## src/rtl/spi_burst_sequencer.sv

```systemverilog
// rtl/spi_burst_sequencer.sv - N-byte full-duplex burst sequencer in front of the SPI master core
// Optional WAIT_RX abort: define SPI_SEQ_TIMEOUT_EN (adds TIMEOUT_CYC parameter and timeout logic).
module spi_burst_sequencer #(
  parameter int LEN_W = 8
`ifdef SPI_SEQ_TIMEOUT_EN
  , parameter int TIMEOUT_CYC = 4096
`endif
) (
  input  logic             clk,
  input  logic             reset,
  input  logic             start,
  input  logic [LEN_W-1:0] len,
  input  logic [1:0]       cfg_spibr,
  input  logic [1:0]       cfg_mode,
  input  logic [7:0]       tx_data,
  input  logic             tx_valid,
  output logic             tx_ready,
  output logic [7:0]       rx_data,
  output logic             rx_valid,
  input  logic             rx_ready,
  output logic             busy,
  output logic             done,
  output logic             timeout,
  output logic [1:0]       spi_spibr,
  output logic [2:0]       spi_spicr,
  output logic             spi_wr_settings,
  output logic [7:0]       spi_data_in,
  output logic             spi_write_byte,
  output logic             spi_read_byte,
  input  logic [7:0]       spi_data_out,
  input  logic             spi_ready_to_read
);

  localparam logic [2:0] S_IDLE    = 3'd0;
  localparam logic [2:0] S_CFG     = 3'd1;
  localparam logic [2:0] S_LOAD    = 3'd2;
  localparam logic [2:0] S_WAIT_RX = 3'd3;
  localparam logic [2:0] S_POP     = 3'd4;
  localparam logic [2:0] S_CAP     = 3'd5;
  localparam logic [2:0] S_HOLD    = 3'd6;
  localparam logic [2:0] S_DONE    = 3'd7;

  logic [2:0]       state;
  logic [LEN_W-1:0] remaining;
  logic [1:0]       br_q;
  logic [1:0]       mode_q;
  logic             in_byte;

`ifdef SPI_SEQ_TIMEOUT_EN
  localparam int CNT_W = $clog2(TIMEOUT_CYC + 1);
  logic [CNT_W-1:0] wait_cnt;
  logic             timeout_q;
`endif

  always_ff @(posedge clk) begin
    if (!reset) begin
      state          <= S_IDLE;
      remaining      <= '0;
      br_q           <= '0;
      mode_q         <= '0;
      spi_data_in    <= '0;
      spi_write_byte <= 1'b0;
      rx_data        <= '0;
      rx_valid       <= 1'b0;
`ifdef SPI_SEQ_TIMEOUT_EN
      wait_cnt       <= '0;
      timeout_q      <= 1'b0;
`endif
    end else begin
      spi_write_byte <= 1'b0;
      case (state)
        S_IDLE: begin
          if (start) begin
`ifdef SPI_SEQ_TIMEOUT_EN
            timeout_q <= 1'b0;
`endif
            if (len != '0) begin
              remaining <= len;
              br_q      <= cfg_spibr;
              mode_q    <= cfg_mode;
              state     <= S_CFG;
            end else begin
              state <= S_DONE;
            end
          end
        end
        S_CFG: state <= S_LOAD;
        S_LOAD: begin
          if (tx_valid) begin
            spi_data_in    <= tx_data;
            spi_write_byte <= 1'b1;
            state          <= S_WAIT_RX;
`ifdef SPI_SEQ_TIMEOUT_EN
            wait_cnt       <= '0;
`endif
          end
        end
        S_WAIT_RX: begin
          if (spi_ready_to_read) begin
            state <= S_POP;
          end
`ifdef SPI_SEQ_TIMEOUT_EN
          else if (wait_cnt == CNT_W'(TIMEOUT_CYC - 1)) begin
            // Abandon the rest of the burst; the host still sees a done pulse.
            timeout_q <= 1'b1;
            remaining <= '0;
            state     <= S_DONE;
          end else begin
            wait_cnt <= wait_cnt + 1'b1;
          end
`endif
        end
        S_POP: state <= S_CAP;
        S_CAP: begin
          rx_data  <= spi_data_out;
          rx_valid <= 1'b1;
          state    <= S_HOLD;
        end
        S_HOLD: begin
          if (rx_ready) begin
            rx_valid  <= 1'b0;
            remaining <= remaining - LEN_W'(1);
            state     <= (remaining == LEN_W'(1)) ? S_DONE : S_LOAD;
          end
        end
        S_DONE:  state <= S_IDLE;
        default: state <= S_IDLE;
      endcase
    end
  end

  // eop covers the whole last-byte exchange, from its LOAD up to (not including) DONE.
  assign in_byte = (state == S_LOAD) || (state == S_WAIT_RX) || (state == S_POP) ||
                   (state == S_CAP)  || (state == S_HOLD);

  assign tx_ready        = (state == S_LOAD);
  assign busy            = (state != S_IDLE);
  assign done            = (state == S_DONE);
  assign spi_wr_settings = (state == S_CFG);
  assign spi_read_byte   = (state == S_POP);
  assign spi_spibr       = br_q;
  assign spi_spicr       = {in_byte && (remaining == LEN_W'(1)), mode_q};

`ifdef SPI_SEQ_TIMEOUT_EN
  assign timeout = timeout_q;
`else
  assign timeout = 1'b0;
`endif

endmodule

```

## config.mk

```make
export PLATFORM = sky130hd
export DESIGN_NAME = spi_burst_sequencer
export DESIGN_NICKNAME = d
export VERILOG_FILES = /design/src/rtl/spi_burst_sequencer.sv
export SDC_FILE = /design/constraint.sdc
export NUM_CORES = 1
export LEC_CHECK = 0
export CORE_ASPECT_RATIO = 1.1
export CORE_MARGIN = 3
export CORE_UTILIZATION = 48
export CTS_BUF_LIST = sky130_fd_sc_hd__clkbuf_8 sky130_fd_sc_hd__clkbuf_16
export CTS_CLUSTER_DIAMETER = 50
export DETAILED_ROUTE_END_ITERATION = 10
export PLACE_DENSITY_LB_ADDON = 0.3
export SLEW_MARGIN = 15
export SYNTH_ARGS = -nofsm -noshare
export SYNTH_HDL_FRONTEND = slang
export SYNTH_SLANG_ARGS = --single-unit
```

## constraint.sdc

```tcl
create_clock -name clk -period 2.6 [get_ports clk]
set_clock_uncertainty 0.1 [all_clocks]
set_input_delay 0.65 -clock clk [delete_from_list [all_inputs] [get_ports clk]]
set_output_delay 0.65 -clock clk [all_outputs]
set_load 0.01 [all_outputs]
```

==> impl_metrics.yaml, run 1 <==
run_status:
  status: "finished clean"
global_routing:
  antenna_found_initial: 0
  grt_first_pass_wirelength_um: 7540
  gr-total-overflow: 0
  globalRouteTotalUtil: 0.212
  via_count_of_the_first_global_routing_pass: 1599
  pin_count_of_the_biggest_net_entering_global_routing: 21
finish:
  antenna_cells: 0
  stdcell_count: 326
  most-common-layout-cells: "clkdlybuf4s50_1 (59), a21oi_1 (36), dfxtp_1 (33), nand2_1 (29), nand3_1 (18)"
  final_common_cell: "clkdlybuf4s50_1"
  final_layout_size_suffix_gt1_frac: 0.112
  finalNetCount: 317
  final_util: 0.747
  area_delta_synth_final_pct: 45.5
placement:
  number_of_placed_cells_counting_well_taps: 318
  gp_congestion: 0.895
  dpl.hpwl_um: 3300
  port-buffer-count: 61
logic_synthesis:
  synthesis.area_per_instance_um2: 8.27
  ys_seq_area_frac: 0.377
  synth_cell_type_count: 42
  postSynthRegisterBits: 33
  synth_edf_count: 0
  synth_ff_type: "dfxtp_1"
  synth_largest_area_cell: "dfxtp_1"
  ys_warn_count: 0
  synth.cell_area_mm2: 0.00175
  synthTopCellsByArea: "dfxtp_1 (38%), a21oi_1 (10%), nand2_1 (6.2%)"
  synthCells: 212
  ys_async_sr_fraction: 0
  synth.net_count: 252
  synth.top_cell.area_share: 0.377
clocking:
  tritoncts_buffer_count: 5
  cts_htree_levels: 2
  clockRootBuffer: "clkbuf_8"
  cts_hold_buffers: 0
  worst_setup_hold_path_clk_slew_ns: 0.06
  clock_insertion_delay_worst_skew_ns: 0.28
  cts_tree: "built"
  cts_num_sinks: 33
  clockBufferDepth: 2
worst_setup_path:
  startpoint: "state[0]$_SDFFE_PN0P_"
  critPathLaunchType: "register"
  critical_path_peak_fanout: 5
  worstPathArrival_ns: 1.71
  timing.critical_path.slowest_stage_cell: "clkdlybuf4s50_1"
  cp_cell_sequence: "inv_1 > ha_1 > nor2b_2 > clkdlybuf4s50_1"
  cp_data_required_time_ns: 1.85
  timing.setup.critical_path_class: "reg -> out"
  path_buf_inv: 2
  cp_delay_by_family_top: "buffers and inverters"
  worst_flop_to_flop_path_startpoint: "state[1]$_SDFFE_PN0P_"
  cp-end-kind: "output port"
  cpPeakStageDelay_ns: 0.57
power:
  total_power_w: 0.00208
  ir_drop_mv: 0.541
  power_per_cell_area_mw_per_mm2: 814
  power.leakage_nw: 0.996
detailed_routing:
  postRouteWirelength_um: 4660
  route.antenna.remaining_nets: 0
  drt_drc_violations_left: 0
  vias: 1773
  viasPerCell: 5.44
  avgRoutedWirePerCell_um: 14.3
  drt_pre_antenna_iters: 4
  dr.first_iter.drc_count: 156
timing:
  worst_slew_pin_slew_ns: 0.645
  hold_slack_ns: 0.354
  unrepaired_setup_endpoints_after_global_routing: "false"
  final-setup-viol-count: 0
  timing.final.crit_share: 0.948
  timing_hold_violations_final: 0
  setup-tns-final_ns: 0
  worst_slew_margin_rel: 0.569
  report.final.slew_viol_count: 0
  maximum_clock_frequency_ghz: 0.406
  finalWorstPathRequiredPeriod_ns: 2.46
floorplanning:
  floorplan.die.height_um: 69.4
  dieArea_mm2: 0.00441
  ioPinCount: 63
  initial_utilization: 0.514
  placeableCoreArea_mm2: 0.00341
  fp.dieW_um: 63.6
  fp-row-count: 22
min_path:
  hold_path_startpoint: "rx_data[1]$_SDFFE_PN0P_"
  worst_hold_path_type: "reg -> reg"
run:
  maxCapViolCount: 0
-- registers in the layout, summed over array words and instances (netlist names) --
name,count
remaining,8
rx_data,8
spi_data_in,8
state,3
mode_q,2
spi_spibr,2
rx_valid,1
spi_write_byte,1
-- repair_timing --
| action | in CTS | in global routing |
|---|---|---|
| gates resized for setup | 1 | 2 |
| buffers inserted | 0 | 0 |
| setup endpoints to repair | 1 | 2 |
| pin swaps | 1 | 0 |
-- synth_stat cells, types with 2 or more instances --
library cell,count
a21oi_1,36
dfxtp_1,33
nand2_1,29
nand3_1,18
nor2_1,15
inv_1,9
clkbuf_1,6
ha_1,6
o32ai_2,6
nand2b_1,5
buf_4,4
mux2i_1,4
and2_1,3
buf_2,3
nor3_1,3
o21ai_0,3
and3_1,2
nor2b_1,2
nor4_2,2
-- tightest hold or removal path, delay by kind of cell (launching register included) --
| family | cells | cell delay, ns |
|---|---|---|
| flops | 1 | 0.31 |
| compound gates | 1 | 0.05 |
| simple gates | 1 | 0.05 |
-- path summary, 6_finish.rpt --
check / endpoint / slack, ns / cells after the start
setup / recovery: tx_ready / 0.14 / 4
hold reg to reg: rx_data[1]$_SDFFE_PN0P_ / 0.35 / 2
hold / removal: rx_data[1]$_SDFFE_PN0P_ / 0.35 / 2
setup reg to reg: state[2]$_SDFFE_PN0P_ / 0.40 / 7
-- metal layers --
layer | global-route usage | part of all wire
met1 | 0.269 | 0.43
met2 | 0.333 | 0.47
met3 | 0.0600 | 0.073
met4 | 0.0887 | 0.025
met5 | 0 | 0
-- where the power goes --
group / leakage (nW) / switching [W] / internal (W)
Sequential: 0.268 / 0.0000686 / 0.000589
Clock: 0.0626 / 0.000176 / 0.000308
Combinational: 0.665 / 0.000480 / 0.000455
Total: 0.996 / 0.000725 / 0.00135
-- logic make-up after synthesis --
logic type      synth area share
other cells              0.00214
simple gates               0.251
fa+ha+maj                 0.0428
compound gates             0.238
buf+inv                   0.0664
mux                       0.0228
flops                      0.377
-- final cells by class --
type / count / area (um2)
Timing Repair Buffer: 73 / 702
Clock buffer: 6 / 82.6
Fill cell: 262 / 862
Clock inverter: 2 / 33.8
Multi-Input combinational cell: 155 / 978
Sequential cell: 33 / 661
Inverter: 9 / 33.8
Tap cell: 48 / 60.1
-- per-stage QoR --
| step | cell area (um2) | setup WS [ns] |
|---|---|---|
| floorplan | 1750 | 0.746 |
| global placement | 2430 | 0.276 |
| detailed placement | 2430 | 0.220 |
| CTS | 2550 | 0.0732 |
| global route | 2550 | 0.0355 |
| finish | 2550 | 0.135 |
No activity file was read; power rests on OpenSTA's default activity.
==> run 2, diff against run 1 <==
- SKIP_LAST_GASP: not set -> 1
==> results of run 2 <==
No change in the layout: final DEF, timing and power equal those of run 1.
